<file path="config.mk">
export PLATFORM = sky130hd
export DESIGN_NAME = rvfi_exit_monitor
export DESIGN_NICKNAME = d
export VERILOG_FILES = /design/src/rtl/rvfi_exit_monitor.sv
export SDC_FILE = /design/constraint.sdc
export NUM_CORES = 1
export LEC_CHECK = 0
export CAP_MARGIN = 20
export CORE_AREA = 5 5 314 316
export DETAILED_ROUTE_END_ITERATION = 6
export DIE_AREA = 0 0 319 321
export SETUP_SLACK_MARGIN = 0.15
export SYNTH_ARGS = -nofsm -noshare
export SYNTH_HDL_FRONTEND = slang
export SYNTH_SLANG_ARGS = --single-unit
</file>
<file path="constraint.sdc">
create_clock -name clk_i -period 12.85 [get_ports clk_i]
set_clock_uncertainty 0.2 [all_clocks]
set_input_delay 1.9275 -clock clk_i [delete_from_list [all_inputs] [get_ports clk_i]]
set_output_delay 1.9275 -clock clk_i [all_outputs]
set_load 0.02 [all_outputs]
</file>
<file path="src/rtl/rvfi_exit_monitor.sv">
// RVFI exit monitor: watches commit ports for the terminating store to tohost,
// enforces an optional cycle timeout and keeps retire/trap statistics.
`timescale 1ns/1ps

package riscv;
  localparam int unsigned XLEN = 64;
  localparam int unsigned VLEN = 39;
endpackage

package rvfi_pkg;
  typedef struct packed {
    logic                     valid;
    logic [31:0]              insn;
    logic                     trap;
    logic [riscv::XLEN-1:0]   pc_rdata;
    logic [riscv::XLEN-1:0]   mem_addr;
    logic [riscv::XLEN/8-1:0] mem_wmask;
    logic [riscv::XLEN-1:0]   mem_wdata;
  } rvfi_instr_t;
endpackage

module rvfi_exit_monitor #(
  parameter int unsigned NR_COMMIT_PORTS = 2,
  parameter int unsigned CYCLE_W         = 32,
  parameter int unsigned TRAP_CNT_W      = 32,
  localparam int unsigned PORT_W = (NR_COMMIT_PORTS > 1) ? $clog2(NR_COMMIT_PORTS) : 1
) (
  input  logic                                        clk_i,
  input  logic                                        rst_i,
  input  rvfi_pkg::rvfi_instr_t [NR_COMMIT_PORTS-1:0] rvfi_i,
  input  logic [riscv::XLEN-1:0]                      tohost_addr_i,
  input  logic [CYCLE_W-1:0]                          timeout_cycles_i,
  output logic                                        done_o,
  output logic                                        timeout_o,
  output logic [riscv::XLEN-1:0]                      exit_code_o,
  output logic [riscv::XLEN-1:0]                      exit_pc_o,
  output logic [PORT_W-1:0]                           exit_port_o,
  output logic [CYCLE_W-1:0]                          cycle_cnt_o,
  output logic [63:0]                                 retired_cnt_o,
  output logic [TRAP_CNT_W-1:0]                       trap_cnt_o
);
  localparam int unsigned XLEN  = riscv::XLEN;
  localparam int unsigned VLEN  = riscv::VLEN;
  localparam int unsigned NR    = NR_COMMIT_PORTS;
  localparam int unsigned CNT_W = $clog2(NR_COMMIT_PORTS + 1);

  typedef enum logic [1:0] {ST_RUN, ST_DONE, ST_TIMEOUT} state_e;
  state_e state_q, state_d;

  logic [NR-1:0]     pending_q;
  logic [XLEN-1:0]   captured_q [NR];
  logic [NR-1:0]     match, is_store, term;
  logic              term_any;
  logic [PORT_W-1:0] term_port;
  logic [XLEN-1:0]   term_code, term_pc;
  logic [CNT_W-1:0]  n_valid, n_trap;
  logic              timeout_hit;
  logic [TRAP_CNT_W:0] trap_sum;
  logic              unused_bits;

  always_comb begin
    match       = '0;
    is_store    = '0;
    term        = '0;
    n_valid     = '0;
    n_trap      = '0;
    term_any    = 1'b0;
    term_port   = '0;
    term_code   = '0;
    term_pc     = '0;
    unused_bits = 1'b0;
    for (int i = 0; i < int'(NR); i++) begin
      match[i] = (rvfi_i[i].mem_addr == tohost_addr_i) && (tohost_addr_i != '0) &&
                 (rvfi_i[i].mem_wmask != '0) && (rvfi_i[i].mem_wdata != '0);
      is_store[i] = ((rvfi_i[i].insn[6:0] == 7'b0100011) &&
                     ((rvfi_i[i].insn[14:12] == 3'b010) || (rvfi_i[i].insn[14:12] == 3'b011))) ||
                    ((rvfi_i[i].insn[1:0] == 2'b00) &&
                     ((rvfi_i[i].insn[15:13] == 3'b110) ||
                      ((rvfi_i[i].insn[15:13] == 3'b111) && (XLEN == 64))));
      term[i] = rvfi_i[i].valid && is_store[i] && (pending_q[i] || match[i]);
      n_valid = n_valid + CNT_W'(rvfi_i[i].valid);
      n_trap  = n_trap + CNT_W'(rvfi_i[i].trap && !rvfi_i[i].valid);
      // Lowest-index terminating port wins; a same-cycle write beats the captured value.
      if (term[i] && !term_any) begin
        term_any  = 1'b1;
        term_port = PORT_W'(i);
        term_code = match[i] ? rvfi_i[i].mem_wdata : captured_q[i];
        term_pc   = {{(XLEN-VLEN){rvfi_i[i].pc_rdata[VLEN-1]}}, rvfi_i[i].pc_rdata[VLEN-1:0]};
      end
      unused_bits = unused_bits ^ (^rvfi_i[i].insn[31:16]) ^ (^rvfi_i[i].insn[11:7]) ^
                    (^rvfi_i[i].pc_rdata[XLEN-1:VLEN]);
    end
  end

  assign timeout_hit = (timeout_cycles_i != '0) && (cycle_cnt_o == timeout_cycles_i - CYCLE_W'(1));
  assign trap_sum    = {1'b0, trap_cnt_o} + (TRAP_CNT_W+1)'(n_trap);

  // Termination has priority over a coinciding timeout.
  always_comb begin
    state_d = state_q;
    if (state_q == ST_RUN) begin
      if (term_any) begin
        state_d = ST_DONE;
      end else if (timeout_hit) begin
        state_d = ST_TIMEOUT;
      end
    end
  end

  always_ff @(posedge clk_i or posedge rst_i) begin
    if (rst_i) begin
      state_q <= ST_RUN;
    end else begin
      state_q <= state_d;
    end
  end

  assign done_o    = (state_q == ST_DONE);
  assign timeout_o = (state_q == ST_TIMEOUT);

  always_ff @(posedge clk_i or posedge rst_i) begin
    if (rst_i) begin
      pending_q     <= '0;
      for (int i = 0; i < int'(NR); i++) captured_q[i] <= '0;
      exit_code_o   <= '0;
      exit_pc_o     <= '0;
      exit_port_o   <= '0;
      cycle_cnt_o   <= '0;
      retired_cnt_o <= '0;
      trap_cnt_o    <= '0;
    end else if (state_q == ST_RUN) begin
      cycle_cnt_o   <= cycle_cnt_o + CYCLE_W'(1);
      retired_cnt_o <= retired_cnt_o + 64'(n_valid);
      trap_cnt_o    <= trap_sum[TRAP_CNT_W] ? '1 : trap_sum[TRAP_CNT_W-1:0];
      for (int i = 0; i < int'(NR); i++) begin
        if (match[i]) begin
          pending_q[i]  <= 1'b1;
          captured_q[i] <= rvfi_i[i].mem_wdata;
        end
      end
      if (term_any) begin
        exit_code_o <= term_code;
        exit_pc_o   <= term_pc;
        exit_port_o <= term_port;
      end
    end
  end
endmodule

</file>
After elaboration in Yosys (flattened, before gate mapping) --
Cells that the tools add are included.
Word-level totals: bits in registers 389, bits of input ports 566, word-level logic and storage cells 87
Operators by class: $add $sub $neg 6, equality and inequality tests 15, mux-type cells 12, reductions and logical operators 43
Operators by type and width (count):
- $mux 64 | 6
- $reduce_bool 64->1 | 3
- $eq 64x64->1 | 2
- $add 64x2->64 | 1
- $add 32x2->33 | 1
- $add 32x1->32 const B | 1
- $eq 32x32->1 | 1
- $mux 32 | 1
- $reduce_bool 32->1 | 1
- $sub 32x1->32 const B | 1
- $logic_and 1x1->1 | 18
- $reduce_bool 8->1 | 2
- $eq 7x6->1 const B | 2
- $eq 3x2->1 const B | 4
- $eq 3x3->1 const B | 4
- $logic_or 1x1->1 | 8
- $reduce_and 2->1 | 4
- $logic_not 2->1 | 3
- $add 1x1->2 | 2
- $mux 2 | 2
- $logic_not 1->1 | 3
- $mux 1 | 3
- $eq 2x1->1 const B | 1
- $eq 2x2->1 const B | 1
- $reduce_bool 2->1 | 1

Depth between registers and ports, before layout --
Gate-level depths: netlist of the first run.
depth after elaboration 12, depth in mapped cells 14, depth with buffers taken out 13

Worst setup path before layout of the first run --
OpenSTA, ideal clock, no wires.
path kind input to register, start input rvfi_i[233] in the netlist's numbering, end register retired_cnt_o[60], setup time 129 ps, arrival time 4707 ps, data required time 12521 ps, path slack 7813 ps, cell stages on the path 12, path buffers 0, cells stage by stage inv_1 fa_1 inv_1 ha_1 nor3b_1 nand4_1 nor4_1 and3_1 inv_2 nor3_2 nand3_1 xnor2_1
Between the ends: longest elaborated chain between the ends 2
RTL lines:
- start, declared | RTL line 30 | input rvfi_pkg::rvfi_instr_t [NR_COMMIT_PORTS-1:0] rvfi_i,
- $add 1x1->2 | RTL line 81 | n_valid = n_valid + CNT_W'(rvfi_i[i].valid);
- $add 64x2->64 | RTL line 133 | retired_cnt_o <= retired_cnt_o + 64'(n_valid);
- end signal, assigned | RTL line 133
- end, declared | RTL line 39 | output logic [63:0] retired_cnt_o,
No other way between the ends. A chain may end at the register's enable or synchronous reset.

Final worst setup path of the first run --
start input tohost_addr_i[23] in the netlist's numbering, end register exit_pc_o[10] in the netlist's numbering
Between the ends: longest elaborated chain between the ends 11
RTL lines:
- start, declared | RTL line 31 | input logic [riscv::XLEN-1:0] tohost_addr_i,
- $eq 64x64->1 or $reduce_bool 64->1 (tied branches) | RTL line 73 | match[i] = (rvfi_i[i].mem_addr == tohost_addr_i) && (tohost_addr_i != '0) &&
- $logic_and 1x1->1 (2 in series) | RTL line 73
- $logic_and 1x1->1 | RTL line 74 | (rvfi_i[i].mem_wmask != '0) && (rvfi_i[i].mem_wdata != '0);
- $logic_or 1x1->1 | RTL line 80 | term[i] = rvfi_i[i].valid && is_store[i] && (pending_q[i] || match[i]);
- $logic_and 1x1->1 | RTL line 80
- $mux 1 | RTL line 84 | if (term[i] && !term_any) begin
- $logic_not 1->1 | RTL line 84
- $logic_and 1x1->1 | RTL line 84
- $mux 1 | RTL line 84
- $reduce_and 2->1 (no source line)
- end signal, assigned | RTL line 143 | exit_pc_o <= term_pc;
- end, declared | RTL line 36 | output logic [riscv::XLEN-1:0] exit_pc_o,
Parallel ways exist; a longest one is shown, timed or not.

==> impl_metrics.env, run 1 <==
export IMPL_clkTransAtPathRegs_ns=0.06
export IMPL_grt_remaining_overflow=0
export IMPL_wl_per_cell_um=23.6
export IMPL_fin_area_um2=29900
export IMPL_leakage_uw=0.0125
export IMPL_drv_slew=0
export IMPL_crit_chain="clkdlybuf4s50_1 > nor4_1 > nand4_1 > nor4_1 > nor3_1 > a41oi_1 > buf_4 > o21a_2 > buf_4 > nor2b_2 > buf_4 > a221o_1"
export IMPL_grt_pass1_wl_mm=130
export IMPL_yosysUniqueCellTypes=60
export IMPL_cp_top_family="simple AND/OR/NAND/NOR gates"
export IMPL_synth_seq_cells=364
export IMPL_cp_data_required_time_ns=13.16
export IMPL_firstDrtPassIters=5
export IMPL_postSynthAreaPerCell_um2=10.6
export IMPL_final_cells=3859
export IMPL_worst_hold_slack_ns=0.281
export IMPL_first_global_vias=18300
export IMPL_place_port_buffers=730
export IMPL_die_h_um=321
export IMPL_tritoncts="yes"
export IMPL_start_util_pct=20.7
export IMPL_synth_fp_nets=2433
export IMPL_fin_tns_setup_ns=0
export IMPL_netlist_area_leader_share_pct=46.0
export IMPL_rows=114
export IMPL_synth_area_um2=19800
export IMPL_clkLatencyLatePin_ns=0.57
export IMPL_crit_slowest_cell="nor4_1"
export IMPL_drive_gt1_share_pct=7.16
export IMPL_synth_edf_count=0
export IMPL_relSlewSlack_pct=30.0
export IMPL_fp_dieW_um=319
export IMPL_cpMostUsedCell="buf_4"
export IMPL_worstSetupEndpointType="register"
export IMPL_vdd_ir_drop_max_mv=0.0803
export IMPL_antenna_found_initial=24
export IMPL_worst_path_stages=12
export IMPL_yosysMostFrequentCell="dfrtp_1"
export IMPL_globalplace_congestion=0.943
export IMPL_cp_max_fo=49
export IMPL_synth_async_reset_ratio_pct=100
export IMPL_critPathMaxStageDelay_ns=0.82
export IMPL_cts_buffer_depth=3
export IMPL_core_um2=95700
export IMPL_swShare_pct=26.3
export IMPL_clockPowerShare_pct=43.8
export IMPL_drtIter0Drc=1359
export IMPL_numCtsBuffers=46
export IMPL_htreeDepth=2
export IMPL_yosys_warnings=0
export IMPL_outcome="finished, final reports clean"
export IMPL_p_per_area_nw_per_um2=97.8
export IMPL_vias=18100
export IMPL_finalSetupViolCount=0
export IMPL_min_period_over_period_pct=53.4
export IMPL_postCtsSetupRepairBufs=0
export IMPL_synthTopCellsByCount="dfrtp_1, xnor2_1, xor2_1"
export IMPL_grt_max_degree=138
export IMPL_io_pins=825
export IMPL_p_sw_uw=770
export IMPL_worstSetupPathType="primary input to register"
export IMPL_syn_inst=1860
export IMPL_path_buf_inv=4
export IMPL_rsz0062_at_grt="no"
export IMPL_fin_nets=3111
export IMPL_tightest_slew_ns=1.04
export IMPL_hold_depth=1
export IMPL_synthFlopType="dfrtp_1"
export IMPL_clock_sinks=364
export IMPL_die_area_um2=102000
export IMPL_hold_violations=0
export IMPL_yosysSeqAreaShare_pct=46.0
export IMPL_max_cap_violations=0
export IMPL_p_comb_share_pct=15.1
export IMPL_critPathLaunchType="primary input"
export IMPL_postCtsHoldBufs=0
export IMPL_wirelength_mm=91.1
export IMPL_root_buffer="clkbuf_16"
export IMPL_grtUsageTotal_pct=16.9
export IMPL_pwr_share_seq_pct=41.2
export IMPL_drcViolationCount=0
export IMPL_synth_area_leaders="dfrtp_1, xnor2_1, xor2_1, mux2_1, mux2_2"
export IMPL_r2r_cells=10
export IMPL_arrival_ns=7.18
export IMPL_fin_crit_ns=6.87
export IMPL_max_freq_ghz=0.146
export IMPL_min_path_type="register to register"
export IMPL_antenna_left=0
export IMPL_hpwl_mm=71.3
export IMPL_synth_area_leader_cell="dfrtp_1"
export IMPL_ctsResizeCount=0
export IMPL_avgViaCountPerCell=4.69
export IMPL_placedCellCount=3766
export IMPL_intPower_uw=2150
export IMPL_syn_to_final_growth_pct=51.1
export IMPL_placedInstanceArea_um2=28400
## layout by cell type, fill, tap and decap left out, types with 5 or more instances in the layout
cell type        Yosys  final
a21oi_1             76     76
a221o_1             39     39
a221oi_1            64     64
and2_1              43     43
and3_1              19     19
and4_1              14     14
buf_4               26     25
clkbuf_1            85      9
clkbuf_16            0     47
clkbuf_8             0      8
clkdlybuf4s50_1      0    730
clkinv_2             0      8
dfrtp_1            364    363
diode_2              0     13
ha_1                 5      5
inv_1               20     19
mux2_1              65     65
mux2_2              65     65
mux2i_1             67     67
nand2_1            101    100
nand2b_1             5      5
nand3_1             47     46
nand3b_1            65     65
nand4_1             79     79
nor2_1              53     51
nor3_1              26     25
nor4_1              88     88
o21ai_0             70     70
or4_1                7      7
xnor2_1            174    174
xor2_1             117    117
## layer usage
layer,vias up,global-route usage [%],wire (um)
li1,8230,-,-
met1,9004,23.3,40600
met2,698,25.7,39800
met3,132,6.10,8600
met4,24,3.61,1990
met5,-,0,146
## flip-flops by register name (all words and copies together), names as in the netlist
name and flops:
exit_port_o 1, cycle_cnt_o 32, state_q 2, exit_pc_o 39
trap_cnt_o 32, retired_cnt_o 64, exit_code_o 64, captured_q 128
pending_q 2
## area by class of cell
| cell class | count | area (um^2) |
|---|---|---|
| diodes | 13 | 32.5 |
| clock buffers | 64 | 1320 |
| clock inverters | 16 | 150 |
| fillers | 9803 | 65800 |
| inverters | 21 | 86.3 |
| multi-input cells | 1348 | 10100 |
| flip-flops and latches | 364 | 9110 |
| well taps | 1276 | 1600 |
| repair buffers | 757 | 7520 |
## per-stage QoR
step	total power, uW	util (%)	setup WS, ns
after floorplan	1370	-	0.619
after global placement	1660	29.7	5.43
after detailed placement	1660	29.7	5.33
after CTS	2970	31.2	5.95
after global routing	3040	31.2	5.77
final	2920	31.2	5.98
## worst paths after layout
| path | start | end | slack (ns) |
|---|---|---|---|
| max | tohost_addr_i[23] | exit_pc_o[10]$_DFFE_PP0P_ | 5.98 |
| min | retired_cnt_o[63]$_DFFE_PP0N_ | retired_cnt_o[63]$_DFFE_PP0N_ | 0.28 |
| max reg2reg | retired_cnt_o[0]$_DFFE_PP0N_ | retired_cnt_o[63]$_DFFE_PP0N_ | 8.88 |
| min reg2reg | retired_cnt_o[63]$_DFFE_PP0N_ | retired_cnt_o[63]$_DFFE_PP0N_ | 0.28 |
| max in group asynchronous | rst_i | cycle_cnt_o[30]$_DFFE_PP0N_ | 8.52 |
| min in group asynchronous | rst_i | exit_pc_o[16]$_DFFE_PP0P_ | 1.67 |
## power groups by stage
stage	Sequential [uW]	Combinational, uW	Clock [uW]
floorplan	1250	122	0
global placement	1220	439	0
finish	1200	440	1280
global route	1210	469	1370
detailed placement	1220	439	0
CTS	1200	441	1320
## cells by family (layout without fill, tap and decap cells)
kind of cell	count (synthesis)	in the layout	synth area share, %
adders and majority gates	7	7	0.518
muxes	197	197	10.8
other	0	13	0
and+or+nand+nor	581	581	17.1
AOI/OAI and AO/OA	272	272	9.40
xor gates and xnor gates	291	291	12.9
buffers and inverters	148	858	3.32
DFF	364	364	46.0
Power figures use the tool's default switching activity.
==> inputs of run 2 (changes only) <==
==> constraint.sdc (replaced) <==
create_clock -name clk_i -period 6.1 [get_ports clk_i]
set_clock_uncertainty 0.2 [all_clocks]
set_input_delay 0.915 -clock clk_i [delete_from_list [all_inputs] [get_ports clk_i]]
set_output_delay 0.915 -clock clk_i [all_outputs]
set_load 0.02 [all_outputs]
==> impl_metrics.env, run 2 (synthesis gave the netlist of run 1 again) <==
export IMPL_intPower_uw=4650
export IMPL_postCtsHoldBufs=0
export IMPL_vias=18000
export IMPL_place_port_buffers=730
export IMPL_fin_tns_setup_ns=0
export IMPL_worstSetupEndpointType="register"
export IMPL_core_um2=95700
export IMPL_r2r_start="retired_cnt_o[0]$_DFFE_PP0N_"
export IMPL_cts_buffer_depth=3
export IMPL_htreeDepth=2
export IMPL_first_global_vias=18200
export IMPL_startpoint="tohost_addr_i[16]"
export IMPL_avgViaCountPerCell=4.66
export IMPL_antenna_left=0
export IMPL_cp_max_fo=43
export IMPL_worstSetupPathType="primary input to register"
export IMPL_max_freq_ghz=0.208
export IMPL_cp_data_required_time_ns=6.36
export IMPL_clkLatencyLatePin_ns=0.59
export IMPL_min_period_over_period_pct=79.0
export IMPL_drive_gt1_share_pct=7.81
export IMPL_tritoncts="yes"
export IMPL_postCtsSetupRepairBufs=0
export IMPL_syn_to_final_growth_pct=52.6
export IMPL_critPathLaunchType="primary input"
export IMPL_hold_violations=0
export IMPL_fin_crit_ns=4.82
export IMPL_wirelength_mm=92.6
export IMPL_fp_dieW_um=319
export IMPL_grtUsageTotal_pct=17.2
export IMPL_violations="DRC"
export IMPL_clockPowerShare_pct=45.1
export IMPL_finalSetupViolCount=0
export IMPL_largest_register="captured_q"
export IMPL_p_sw_uw=1670
export IMPL_swShare_pct=26.4
export IMPL_clock_sinks=364
export IMPL_r2r_end="retired_cnt_o[63]$_DFFE_PP0N_"
export IMPL_drtIter0Drc=1261
export IMPL_placedCellCount=3778
export IMPL_numCtsBuffers=46
export IMPL_whs_endpoint="retired_cnt_o[11]$_DFFE_PP0N_"
export IMPL_fin_nets=3123
export IMPL_r2r_cells=10
export IMPL_leakage_uw=0.0127
export IMPL_hpwl_mm=72.9
export IMPL_arrival_ns=5.08
export IMPL_mostFrequentLayoutCells="clkdlybuf4s50_1, dfrtp_1, xnor2_1"
export IMPL_largestRegisters="captured_q (128), exit_code_o (64), retired_cnt_o (64)"
export IMPL_grt_max_degree=113
export IMPL_tightest_slew_ns=0.925
export IMPL_root_buffer="clkbuf_16"
export IMPL_die_area_um2=102000
export IMPL_rsz0062_at_grt="no"
export IMPL_grt_pass1_wl_mm=132
export IMPL_hold_depth=1
export IMPL_final_cells=3867
export IMPL_start_util_pct=20.7
export IMPL_firstDrtPassIters=7
export IMPL_reg2reg_slack_ns=2.12
export IMPL_outcome="complete, but fails checks"
export IMPL_largest_reg_flops=128
export IMPL_antenna_found_initial=23
export IMPL_final_common_cell="clkdlybuf4s50_1"
export IMPL_min_from="retired_cnt_o[11]$_DFFE_PP0N_"
export IMPL_vdd_ir_drop_max_mv=0.158
export IMPL_grt_remaining_overflow=0
export IMPL_io_pins=825
export IMPL_globalplace_congestion=0.932
export IMPL_ctsResizeCount=0
export IMPL_min_path_type="register to register"
export IMPL_drcViolationCount=4
export IMPL_wl_per_cell_um=23.9
export IMPL_max_cap_violations=0
export IMPL_die_h_um=321
export IMPL_drv_slew=0
export IMPL_p_per_area_nw_per_um2=209
export IMPL_rows=114
export IMPL_pwr_share_seq_pct=40.1
export IMPL_relSlewSlack_pct=37.8
export IMPL_p_comb_share_pct=14.8
export IMPL_clkTransAtPathRegs_ns=0.06
[run 2: cell types whose count changed in the layout (fill, tap and decap cells not counted), sizes merged]
cell	previous run	this run
buf	27	39
clkbuf	64	67
clkinvlp	2	3
bufinv	2	3
inv	24	21
clkinv	9	11
diode	13	5
[run 2: how the worst max path moves through the flow]
stage,to,slack (ns)
2_1_floorplan,captured_q[0]$_DFFE_PP0N_,0.10
3_3_place_gp,exit_code_o[57]$_DFFE_PP0P_,0.65
3_5_place_dp,exit_code_o[38]$_DFFE_PP0P_,0.61
4_1_cts,exit_code_o[38]$_DFFE_PP0P_,1.21
5_1_grt,exit_code_o[35]$_DFFE_PP0P_,0.95
6_report,exit_code_o[38]$_DFFE_PP0P_,1.28
[run 2: worst max-delay path: stages]
cell	delay, ns
clkdlybuf4s50_1	0.65
xnor2_1	0.71
nand4_1	0.16
or4_1	0.57
nor2_1	0.12
a41oi_1	0.20
buf_4	0.23
o22ai_4	0.45
buf_4	0.61
a21oi_1	0.15
a221oi_1	0.26
[run 2: power by group through the flow]
| stage | Clock [uW] | Combinational (uW) | Sequential [uW] |
|---|---|---|---|
| after floorplan | 0 | 257 | 2620 |
| after global placement | 0 | 934 | 2580 |
| after detailed placement | 0 | 932 | 2580 |
| after CTS | 2950 | 939 | 2540 |
| after global routing | 3040 | 997 | 2540 |
| final | 2850 | 934 | 2540 |
[run 2: cell type report]
cell class,instances,area [um^2]
fill,9874,65500
multi-input combinational,1348,10100
sequential,364,9110
timing repair buffer,769,7740
tap,1276,1600
clock buffer,67,1380
clock inverter,17,191
inverter,21,82.6
antenna,5,12.5
[run 2: through the flow]
stage / setup WS, ns / cell area [um^2] / hold slack [ns] / util [%] / power [uW]
2_1_floorplan: 0.103 / 19800 / 0.236 / - / 2880
3_3_place_gp: 0.649 / 28600 / 0.263 / 29.9 / 3510
3_5_place_dp: 0.608 / 28600 / 0.276 / 29.9 / 3510
4_1_cts: 1.21 / 30200 / 0.289 / 31.5 / 6420
5_1_grt: 0.946 / 30200 / 0.298 / 31.5 / 6580
6_report: 1.28 / 30200 / 0.283 / 31.6 / 6320
[run 2: layer usage]
metal | up-vias | track usage, % | share of wire [%]
li1 | 8224 | - | -
met1 | 8923 | 23.2 | 44
met2 | 716 | 26.5 | 44
met3 | 131 | 6.63 | 10
met4 | 28 | 3.30 | 1.9
met5 | - | 0 | 0.21
==> inputs of run 3 (changes only) <==
==> constraint.sdc (replaced) <==
create_clock -name clk_i -period 4.9 [get_ports clk_i]
set_clock_uncertainty 0.2 [all_clocks]
set_input_delay 0.735 -clock clk_i [delete_from_list [all_inputs] [get_ports clk_i]]
set_output_delay 0.735 -clock clk_i [all_outputs]
set_load 0.02 [all_outputs]
==> impl_metrics.env, run 3 (synthesis gave the netlist of run 1 again) <==
export IMPL_leakage_uw=0.0129
export IMPL_fin_crit_ns=4.25
export IMPL_io_pins=825
export IMPL_cp_data_required_time_ns=5.16
export IMPL_drtIter0Drc=1296
export IMPL_max_freq_ghz=0.235
export IMPL_tritoncts="yes"
export IMPL_rows=114
export IMPL_tightest_slew_ns=0.989
export IMPL_wl_per_cell_um=23.7
export IMPL_antenna_found_initial=25
export IMPL_drcViolationCount=0
export IMPL_clkTransAtPathRegs_ns=0.06
export IMPL_fin_util_pct=31.9
export IMPL_min_period_over_period_pct=86.8
export IMPL_fp_dieW_um=319
export IMPL_largest_register="captured_q"
export IMPL_die_area_um2=102000
export IMPL_numCtsBuffers=45
export IMPL_rsz0062_at_grt="no"
export IMPL_mostFrequentLayoutCells="clkdlybuf4s50_1, dfrtp_1, xnor2_1"
export IMPL_critPathLaunchType="primary input"
export IMPL_cts_buffer_depth=3
export IMPL_max_cap_violations=0
export IMPL_postCtsSetupRepairBufs=0
export IMPL_worstSetupPathType="primary input to register"
export IMPL_relSlewSlack_pct=33.4
export IMPL_start_util_pct=20.7
export IMPL_finalWorstSetupSlack_ns=0.647
export IMPL_outcome="finished, final reports clean"
export IMPL_largestRegisters="captured_q (128), exit_code_o (64), retired_cnt_o (64)"
export IMPL_post_place_ws_ns=-0.0117
export IMPL_largest_reg_flops=128
export IMPL_avgViaCountPerCell=4.68
export IMPL_first_global_vias=18300
export IMPL_drive_gt1_share_pct=8.99
export IMPL_worstSetupEndpointType="register"
export IMPL_wirelength_mm=92.8
export IMPL_postCtsHoldBufs=0
export IMPL_grtUsageTotal_pct=17.0
export IMPL_arrival_ns=4.51
export IMPL_syn_to_final_growth_pct=54.1
export IMPL_clkLatencyLatePin_ns=0.58
export IMPL_firstDrtPassIters=5
export IMPL_grt_remaining_overflow=0
export IMPL_drv_slew=0
export IMPL_min_path_type="register to register"
export IMPL_clock_sinks=364
export IMPL_grt_max_degree=133
export IMPL_hpwl_mm=73.8
export IMPL_place_port_buffers=730
export IMPL_fin_nets=3164
export IMPL_core_um2=95700
export IMPL_root_buffer="clkbuf_16"
export IMPL_grt_pass1_wl_mm=131
export IMPL_htreeDepth=2
export IMPL_p_per_area_nw_per_um2=252
export IMPL_finalSetupViolCount=0
export IMPL_vias=18300
export IMPL_final_common_cell="clkdlybuf4s50_1"
export IMPL_cp_max_fo=39
export IMPL_globalplace_congestion=0.954
export IMPL_ctsResizeCount=0
export IMPL_antenna_left=0
export IMPL_hold_violations=0
export IMPL_die_h_um=321
export IMPL_vdd_ir_drop_max_mv=0.202
[run 3: area by class of cell]
type	count	area [um^2]
antenna	8	20.0
clock buffer	68	1330
clock inverter	13	129
fill	9761	65200
inverter	21	82.6
multi-input combinational	1348	10100
sequential	364	9110
tap	1276	1600
timing repair buffer	811	8140
[run 3: power breakdown]
part           total (uW)  switching, uW  internal (uW)
Sequential           3150           83.5           3070
Clock                3330           1390           1940
Combinational        1190            574            617
Total                7680           2050           5630
[run 3: path summary, 6_finish.rpt]
check / from / to / slack, ns / cells past startpoint
setup / recovery: tohost_addr_i[6] / exit_pc_o[1]$_DFFE_PP0P_ / 0.65 / 11
hold reg to reg: retired_cnt_o[15]$_DFFE_PP0N_ / retired_cnt_o[15]$_DFFE_PP0N_ / 0.28 / 1
max in group asynchronous: rst_i / pending_q[1]$_DFFE_PP0P_ / 2.76 / 3
min in group asynchronous: rst_i / exit_pc_o[26]$_DFFE_PP0P_ / 0.46 / 2
setup reg to reg: retired_cnt_o[0]$_DFFE_PP0N_ / retired_cnt_o[54]$_DFFE_PP0N_ / 1.31 / 12
hold / removal: retired_cnt_o[15]$_DFFE_PP0N_ / retired_cnt_o[15]$_DFFE_PP0N_ / 0.28 / 1
[run 3: routing by layer]
metal | GRT usage, % | wire (um) | vias to the layer above
met5 | 0 | 224 | -
met4 | 3.01 | 1510 | 36
met3 | 6.08 | 8400 | 131
met2 | 26.2 | 40900 | 683
met1 | 23.5 | 41800 | 9147
li1 | - | - | 8304
[run 3: metrics by stage]
step	instance area, um^2	TNS [ns]	instances	hold WS (ns)	total power, uW
floorplan	19800	-333.87	1860	0.236	3590
global placement	29000	-0.557	3820	0.262	4390
finish	30500	0	3909	0.280	7680
CTS	30500	0	3901	0.279	7790
global route	30500	0	3903	0.288	7980
detailed placement	29000	-0.0507	3820	0.267	4390
[run 3: critical path, stage by stage]
cell and delay [ns]:
clkdlybuf4s50_1 0.62, xor2_1 0.25, nor4_1 0.47, nand4_1 0.25, nor3_1 0.62, a21oi_1 0.14
buf_4 0.21, o22ai_4 0.45, nand2_1 0.19, buf_12 0.22, a221o_1 0.32
